--- src/rtl/nco_voice_pkg.sv ---
// Shared definitions for the single-voice NCO tone generator.
//   - wave_sel encodings
//   - envelope state enum
//   - power-on frequency table (phase increments tuned for a 41.7 kHz sample rate)
package nco_voice_pkg;

  localparam logic [1:0] WAVE_RAMP   = 2'd0;
  localparam logic [1:0] WAVE_SINE   = 2'd1;
  localparam logic [1:0] WAVE_SQUARE = 2'd2;
  localparam logic [1:0] WAVE_TRI    = 2'd3;

  typedef enum logic [1:0] {
    IDLE    = 2'd0,
    ATTACK  = 2'd1,
    SUSTAIN = 2'd2,
    RELEASE = 2'd3
  } env_state_t;

  // Default table entry for note code idx. Entry 0 stays 0 so note 0 is silent.
  function automatic logic [31:0] def_freq(input int idx);
    case (idx)
      1:       return 32'd103079215;
      2:       return 32'd83079215;
      3:       return 32'd32979215;
      4:       return 32'd19979215;
      default: return 32'd0;
    endcase
  endfunction

endpackage

--- src/rtl/nco_voice_env.sv ---
// Linear attack/release envelope with saturating up/down counter.
//   clk, rst : clock, synchronous active-high reset
//   ena      : sample-rate enable; the FSM moves only on ena
//   note_on  : a nonzero note is held
//   env      : envelope level
//   state    : envelope state
// A state change caused by note_on (IDLE->ATTACK, ATTACK/SUSTAIN->RELEASE,
// RELEASE->ATTACK) holds env for that sample; env moves only while already
// in ATTACK or RELEASE. Saturation and the matching state change happen on
// the same ena.
module nco_voice_env
  import nco_voice_pkg::*;
#(
  parameter int ENV_W        = 8,
  parameter int ATTACK_STEP  = 4,
  parameter int RELEASE_STEP = 2
) (
  input  logic             clk,
  input  logic             rst,
  input  logic             ena,
  input  logic             note_on,
  output logic [ENV_W-1:0] env,
  output env_state_t       state
);

  localparam logic [ENV_W:0] ENV_MAX = {1'b0, {ENV_W{1'b1}}};
  localparam logic [ENV_W:0] A_STEP  = (ENV_W+1)'(ATTACK_STEP);
  localparam logic [ENV_W:0] R_STEP  = (ENV_W+1)'(RELEASE_STEP);

  logic [ENV_W:0] up;
  assign up = {1'b0, env} + A_STEP;

  always_ff @(posedge clk) begin
    if (rst) begin
      env   <= '0;
      state <= IDLE;
    end else if (ena) begin
      case (state)
        IDLE: begin
          env <= '0;
          if (note_on) state <= ATTACK;
        end
        ATTACK: begin
          if (!note_on) state <= RELEASE;
          else if (up >= ENV_MAX) begin
            env   <= ENV_MAX[ENV_W-1:0];
            state <= SUSTAIN;
          end else env <= up[ENV_W-1:0];
        end
        SUSTAIN: if (!note_on) state <= RELEASE;
        RELEASE: begin
          if (note_on) state <= ATTACK;    // retrigger from current level
          else if ({1'b0, env} <= R_STEP) begin
            env   <= '0;
            state <= IDLE;
          end else env <= env - R_STEP[ENV_W-1:0];
        end
        default: state <= IDLE;
      endcase
    end
  end

endmodule

--- src/rtl/sine_lut14.sv ---
// Shared sine lookup: 12-bit phase in, 14-bit signed sine out, one clk latency.
//   clk, rst : clock, synchronous active-high reset
//   addr     : phase, full circle = 4096
//   sin      : registered round(sin * 8192), clamped to +/-8191
// Each half-wave uses the parabola 4x(1-x) with the y' = y - 0.225*(y - y^2)
// refinement, which keeps the error within a few LSB without a ROM.
module sine_lut14 (
  input  logic               clk,
  input  logic               rst,
  input  logic [11:0]        addr,
  output logic signed [13:0] sin
);

  logic [10:0] p;
  logic [11:0] q;
  logic [20:0] par;
  logic [13:0] y0, sq, d, corr_s, y1;
  logic [27:0] sq_full;
  logic [22:0] corr;
  logic [12:0] mag;

  always_comb begin
    p       = addr[10:0];
    q       = 12'd2048 - {1'b0, p};
    par     = {10'd0, p} * {9'd0, q};
    y0      = 14'(par >> 7);              // Q13, 8192 = 1.0
    sq_full = {14'd0, y0} * {14'd0, y0};
    sq      = 14'(sq_full >> 13);
    d       = y0 - sq;
    corr    = {9'd0, d} * 23'd461;        // 461/2048 ~ 0.225
    corr_s  = 14'(corr >> 11);
    y1      = y0 - corr_s;
    mag     = (y1 > 14'd8191) ? 13'd8191 : y1[12:0];
  end

  always_ff @(posedge clk) begin
    if (rst) sin <= '0;
    else     sin <= addr[11] ? -$signed({1'b0, mag}) : $signed({1'b0, mag});
  end

endmodule

--- src/rtl/nco_voice_gen.sv ---
// Single-voice tone generator: programmable frequency table, phase accumulator,
// four waveforms and envelope scaling, updated once per sample-rate enable.
//   clk, rst          : clock, synchronous active-high reset
//   ena               : sample-rate enable pulse (>= 2 clk apart)
//   note              : note code, 0 = silence/release
//   wave_sel          : 0 ramp, 1 sine, 2 square, 3 triangle
//   freq_wr/addr/data : frequency table write port
//   l_data, r_data    : signed samples (identical), one sample of latency
//   env_level         : envelope level
//   active            : envelope not IDLE
module nco_voice_gen
  import nco_voice_pkg::*;
#(
  parameter int PHASE_W      = 32,
  parameter int OUT_W        = 24,
  parameter int NOTE_W       = 3,
  parameter int ENV_W        = 8,
  parameter int ATTACK_STEP  = 4,
  parameter int RELEASE_STEP = 2
) (
  input  logic                    clk,
  input  logic                    rst,
  input  logic                    ena,
  input  logic [NOTE_W-1:0]       note,
  input  logic [1:0]              wave_sel,
  input  logic                    freq_wr,
  input  logic [NOTE_W-1:0]       freq_addr,
  input  logic [PHASE_W-1:0]      freq_data,
  output logic signed [OUT_W-1:0] l_data,
  output logic signed [OUT_W-1:0] r_data,
  output logic [ENV_W-1:0]        env_level,
  output logic                    active
);

  localparam int NUM_NOTES = 2**NOTE_W;
  localparam int PW        = OUT_W + ENV_W + 1;
  localparam logic signed [OUT_W-1:0] W_POS = {1'b0, {(OUT_W-1){1'b1}}};
  localparam logic signed [OUT_W-1:0] W_NEG = -W_POS;

  logic [PHASE_W-1:0]      tbl [NUM_NOTES];
  logic [PHASE_W-1:0]      freq, phase;
  logic signed [13:0]      sin_q;
  logic signed [OUT_W-1:0] sin_ext, w, y;
  logic [OUT_W-1:0]        u, t;
  logic signed [PW-1:0]    prod;
  env_state_t              state;

  // Table write and freq read share the edge: freq sees a write one clk later.
  always_ff @(posedge clk) begin
    if (rst) begin
      for (int i = 0; i < NUM_NOTES; i++) tbl[i] <= PHASE_W'(def_freq(i));
      freq <= '0;
    end else begin
      if (freq_wr) tbl[freq_addr] <= freq_data;
      freq <= tbl[note];
    end
  end

  sine_lut14 u_sine (
    .clk  (clk),
    .rst  (rst),
    .addr (phase[PHASE_W-1 -: 12]),
    .sin  (sin_q)
  );

  nco_voice_env #(
    .ENV_W        (ENV_W),
    .ATTACK_STEP  (ATTACK_STEP),
    .RELEASE_STEP (RELEASE_STEP)
  ) u_env (
    .clk     (clk),
    .rst     (rst),
    .ena     (ena),
    .note_on (|note),
    .env     (env_level),
    .state   (state)
  );

  assign active = (state != IDLE);

  // Shaper works on the pre-ena phase/env, so the sample lags by one ena.
  always_comb begin
    sin_ext = OUT_W'(sin_q);
    u       = phase[PHASE_W-2 -: OUT_W];
    t       = phase[PHASE_W-1] ? ~u : u;
    case (wave_sel)
      WAVE_RAMP:   w = phase[PHASE_W-1 -: OUT_W];
      WAVE_SINE:   w = sin_ext <<< (OUT_W - 14);
      WAVE_SQUARE: w = phase[PHASE_W-1] ? W_NEG : W_POS;
      default:     w = {~t[OUT_W-1], t[OUT_W-2:0]};
    endcase
    prod = PW'(w) * PW'($signed({1'b0, env_level}));
    y    = OUT_W'(prod >>> ENV_W);
  end

  always_ff @(posedge clk) begin
    if (rst) begin
      phase  <= '0;
      l_data <= '0;
      r_data <= '0;
    end else if (ena) begin
      phase  <= phase + freq;
      l_data <= y;
      r_data <= y;
    end
  end

endmodule

--- config.mk ---
export PLATFORM = sky130hd
export DESIGN_NAME = nco_voice_gen
export DESIGN_NICKNAME = d
export VERILOG_FILES = /design/src/rtl/nco_voice_pkg.sv /design/src/rtl/nco_voice_env.sv /design/src/rtl/sine_lut14.sv /design/src/rtl/nco_voice_gen.sv
export SDC_FILE = /design/constraint.sdc
export NUM_CORES = 2
export LEC_CHECK = 0
export ABC_AREA = 0
export CAP_MARGIN = 20
export CORE_MARGIN = 2
export CORE_UTILIZATION = 40
export DETAILED_ROUTE_END_ITERATION = 6
export REMOVE_ABC_BUFFERS = 1
export SYNTH_ARGS = -nofsm -noshare
export SYNTH_HDL_FRONTEND = slang
export SYNTH_SLANG_ARGS = --single-unit
export TNS_END_PERCENT = 20
--- constraint.sdc ---
create_clock -name clk -period 28.2 [get_ports clk]
set_clock_uncertainty 0.2 [all_clocks]
set_input_delay 5.64 -clock clk [delete_from_list [all_inputs] [get_ports clk]]
set_output_delay 5.64 -clock clk [all_outputs]
set_load 0.05 [all_outputs]
# Word level (Yosys, flattened, before mapping)
# Memories as Yosys holds them, arrays and structs flattened. A register that Yosys moved wholly into a read port is not among the register bits.
# Index checks and enable logic that the tools add are counted.
# word_totals
ff_bits,80
ram_bits,256
n_memories,1
# memory_table
memory,depth,width,read_ports,rd_ports_with_merged_regs,write_ports,line_no,text
tbl,8,32,1,1,8,nco_voice_gen.sv:40,logic [PHASE_W-1:0] tbl [NUM_NOTES];
# op_classes
add_sub_neg,7
mul,4
order_cmp,3
n_eq_ne,11
muxes,30
bitwise_logic,3
n_reduce_logical,9
# ops
cell,count
$mux 32,6
$pmux 24 s3,1
$mux 24,2
$add 32x32->32,1
$mul 24x9->32,1
$mux 8,4
$reduce_or 32->1,1
$mul 14x14->27,1
$mux 13,2
$not 24->24,1
$pmux 8 s3,1
$mul 14x9->23 const B,1
$mul 11x12->21,1
$gt 14x13->1 const B,1
$neg 13->14,1
$sub 14x12->14,1
$sub 14x14->14,1
$mux 2,6
$sub 12x11->12 const A,1
$add 8x3->9 const B,1
$ge 9x8->1 const B,1
$le 8x2->1 const B,1
$pmux 2 s4,1
$sub 8x2->8 const B,1
other kinds (16),28

# Longest topological paths before layout
# depth
word_depth,10
mapped_depth,89

# Modules after synthesis
# From an unflattened synthesis, not the netlist that was laid out.
# hier_totals
hier_cells,3652
area_unflattened_um2,36866.6
# modules_own_cells
module,instances,cells_each,area_per_inst_um2,seq_area_each_um2
nco_voice_gen,1,2019,22633.0,9449.1
sine_lut14,1,1508,13275.2,280.3
nco_voice_env,1,125,958.4,200.2

# Least setup slack after synthesis
# Ideal clock, no wire load.
# synth_path
kind,flip-flop to flip-flop
start,register phase[20]
end,register u_sine.sin[12]
t_arrival_ps,19605
required_time_ps,27868
setup_slack_ps,8263
path_stages_with_launch,85
period_less_slack_ps,19937
path_cell_list,dfxtp_1 > inv_1 > clkbuf_1 > ha_1 > nand2_1 > nor3_1 > nor3b_1 > nor3b_1 > ha_1 > nand2b_1 > fa_1 > inv_1 > fa_1 > fa_1 > fa_1 > inv_1 > fa_1 > inv_1 > [49 not listed] > a21oi_1 > xor2_1 > ha_1 > o2111ai_1 > a41oi_1 > or2_2 > a211oi_4 > xnor2_2 > buf_2 > nor2_1 > ha_1 > nand2_1 > or4_1 > nor3_1 > nand3_1 > o31a_1 > mux2i_1 > o32ai_1
# synth_via
elab_chain_cells,10
# synth_rtl
item,line_no,text
from (decl),nco_voice_gen.sv:41,"logic [PHASE_W-1:0] freq, phase;"
from (signal assigned),nco_voice_gen.sv:102,phase <= phase + freq;
$sub 12x11->12,sine_lut14.sv:24,"q = 12'd2048 - {1'b0, p};"
$mul 11x12->21 *,sine_lut14.sv:25,"par = {10'd0, p} * {9'd0, q};"
$mul 14x14->27,sine_lut14.sv:27,"sq_full = {14'd0, y0} * {14'd0, y0};"
$sub 14x14->14,sine_lut14.sv:29,d = y0 - sq;
$mul 14x9->23,sine_lut14.sv:30,"corr = {9'd0, d} * 23'd461;"
$sub 14x12->14 *,sine_lut14.sv:32,y1 = y0 - corr_s;
$gt 14x13->1,sine_lut14.sv:33,mag = (y1 > 14'd8191) ? 13'd8191 : y1[12:0];
$mux 13 *,sine_lut14.sv:33,
$neg 13->14,sine_lut14.sv:38,"else sin <= addr[11] ? -$signed({1'b0, mag}) : $signed({1'b0, mag});"
$mux 13 *,sine_lut14.sv:38,
to (signal assigned),sine_lut14.sv:38,
to (decl),sine_lut14.sv:11,output logic signed [13:0] sin
# Mark *: on every way between the ends. The rest lies on a longest branch, timed or not.
# A chain may end at the register's enable or synchronous reset.

# Final worst setup path
# Ends and elaborated chain as after synthesis.

==> run metrics <==
first-pass GRT wire length=between 100 and 150 mm; row cnt=111; Sink Count=368; Tmin final=approximately 22 ns; Top FF cell, synth=edfxtp_1; Hold Vio Cnt, Final=0; Starting Density=0.4022; initial drt markers=around 1500; H-tree Lvls=2; share of the synthesized area in the top cell type=0.2091; synth warn=0; Slew headroom=0.2507; Clk pin slew, worst setup/hold paths=about 0.060 ns; worst-case clock buffer depth=3; ANT nets after route=0; element type at the critical path start=flip-flop; largest net degree at the start of global routing=a little under 70; initial antenna violation count=2; worst hold margin=between 0.2 and 0.3 ns; count leader, synth=inv_1; Buffers on Ports=100; Ant. Diodes=0; core footprint=0.09139 sq mm; Top Ports=approximately 100; synthesized area=~0.037 sq mm; Setup TNS Final=0 ns; Async S/R FF share, synth=0; Via Count=24900; hold_buf cts=0; Synth Instances=~3600; fin nets=4400; # setup viols final=0; WS Path Type=reg -> reg; Max Slew Vio Count=0; unrepaired setup endpoints after global routing=false; Hold Crit Class=reg -> reg; Layout Utilization=0.4433; outcome=completed; CTS buffer count=43; final std cell area, no fill=roughly 0.041 sq mm; gr ovfl total=0; RePlAce Congestion=0.8808; Routed WL per cell=19.09 um; detailed-route vias per instance=between 5 and 6; worst-skew pair later-pin latency=~0.60 ns; arrival time worst endpoint=between 20 and 25 ns; Chip Width=between 300 and 400 um; FILL cells=a little under 9000; Area after DPL=approximately 0.04 sq mm; # DRC=0; Req. time, crit path=around 28 ns; syn avg cell area=around 10 sq um; area grow syn2layout=10.22%; Max Cap Viol=0; Multi-input gate area=around 0.024 sq mm; top cells by count, synth=541 x inv_1, 381 x fa_1, 336 x ha_1; GRT Total Usage=0.2026; Worst-Margin Slew=~1.1 ns; Critical Path End Type=flip-flop; Routed WL=between 90 and 100 mm; most frequent CP cell=fa_1; CTS tree=built; 1st-pass router iterations=6; clk root buf=clkbuf_16; FF/Latch Area=slightly below 0.01 sq mm; Seq/Total Area, Yosys=0.2701; Yosys top cell by area=edfxtp_1; die height=307.1 um; layout cells sized above 1=0.06696; CP peak stage delay=approximately 0.75 ns; CP max-delay cell=dfxtp_1; Fmax=~0.045 GHz; CP Max Fanout=25; EDFF count, synth=~260; Yosys cell types=90; Synth area leaders=edfxtp_1 21%, fa_1 21%, ha_1 11%; vias in the first global route=between 20000 and 30000; Final Cycle Share=0.7824; Final HPWL DP=roughly 68 mm; Setup Buffers After CTS=0; Die ar.=roughly 0.094 sq mm; post-synthesis register bit count=368; post-CTS sizing=0
cells by family (layout without fill, tap and decap cells):
kind of cell,Yosys count,count (layout),share of synthesized area
AO/OA/AOI/OAI,380,380,0.07111
XOR/XNOR,168,168,0.04163
adder cells (fa/ha/maj),719,719,0.3224
buffers and inverters,715,784,0.07560
flip-flops,368,368,0.2701
multiplexers,153,153,0.06375
other,2,9,0.0002043
AND/OR/NAND/NOR,1093,1093,0.1552
through the flow:
stage | worst slack [ns] | cells
6_report | 6.135 | 4860
3_3_place_gp | 6.730 | 4779
2_1_floorplan | 8.246 | 3444
4_1_cts | 6.204 | 4859
3_5_place_dp | 6.283 | 4779
5_1_grt | 4.501 | 4860
final timing paths:
kind	end	slack [ns]	depth (start not counted)	start
worst max-delay path	u_sine.sin[12]	6.14	81	phase[20]
worst min-delay path	r_data[22]	0.29	2	r_data[22]
worst max register to register	u_sine.sin[12]	6.14	81	phase[20]
worst min register to register	r_data[22]	0.29	2	r_data[22]
layout by cell type, fill, tap and decap left out, types with 50 or more instances in the layout:
master	count
inv_1	541
fa_1	381
ha_1	336
and2_1	304
edfxtp_1	256
nor2_1	246
nand2_1	192
dfxtp_1	112
a21oi_1	96
xnor2_1	95
clkdlybuf4s50_1	95
nor2b_1	83
mux2i_1	83
nand2b_1	80
xor2_1	66
mux4_2	64
a21o_1	56
o21ai_0	55
buf_4	52
or3_1	50
metal layers:
layer	wire length, um	track usage
met1	40210	0.2617
met2	45350	0.3516
met3	4885	0.03363
met4	2346	0.05343
met5	0	0
state kept, by name (all words and copies together), names as in the netlist:
name,cells
tbl,256
freq,32
phase,32
r_data,24
u_sine.sin,14
u_env.env,8
u_env.state,2
worst max-delay path: cells and delay by family (launching register included):
family	cells	cell delay [ns]
AO/OA/AOI/OAI	18	4.24
multiplexers	1	0.13
adder cells (fa/ha/maj)	23	9.59
XOR/XNOR	7	1.66
buffers and inverters	13	1.77
flip-flops	1	0.75
AND/OR/NAND/NOR	19	3.55
final cells by class:
cell class | instances | share of cell area
sequential | 368 | 0.2451
clock buffer | 52 | 0.02838
clock inverter | 28 | 0.007906
timing repair buffer | 150 | 0.03373
inverter | 554 | 0.05133
multi-input combinational | 2522 | 0.5969
tap | 1186 | 0.03663
Power is left out: the tool's default activity adds up to more than one toggle a clock period on the data nets, which glitch-free logic cannot reach.
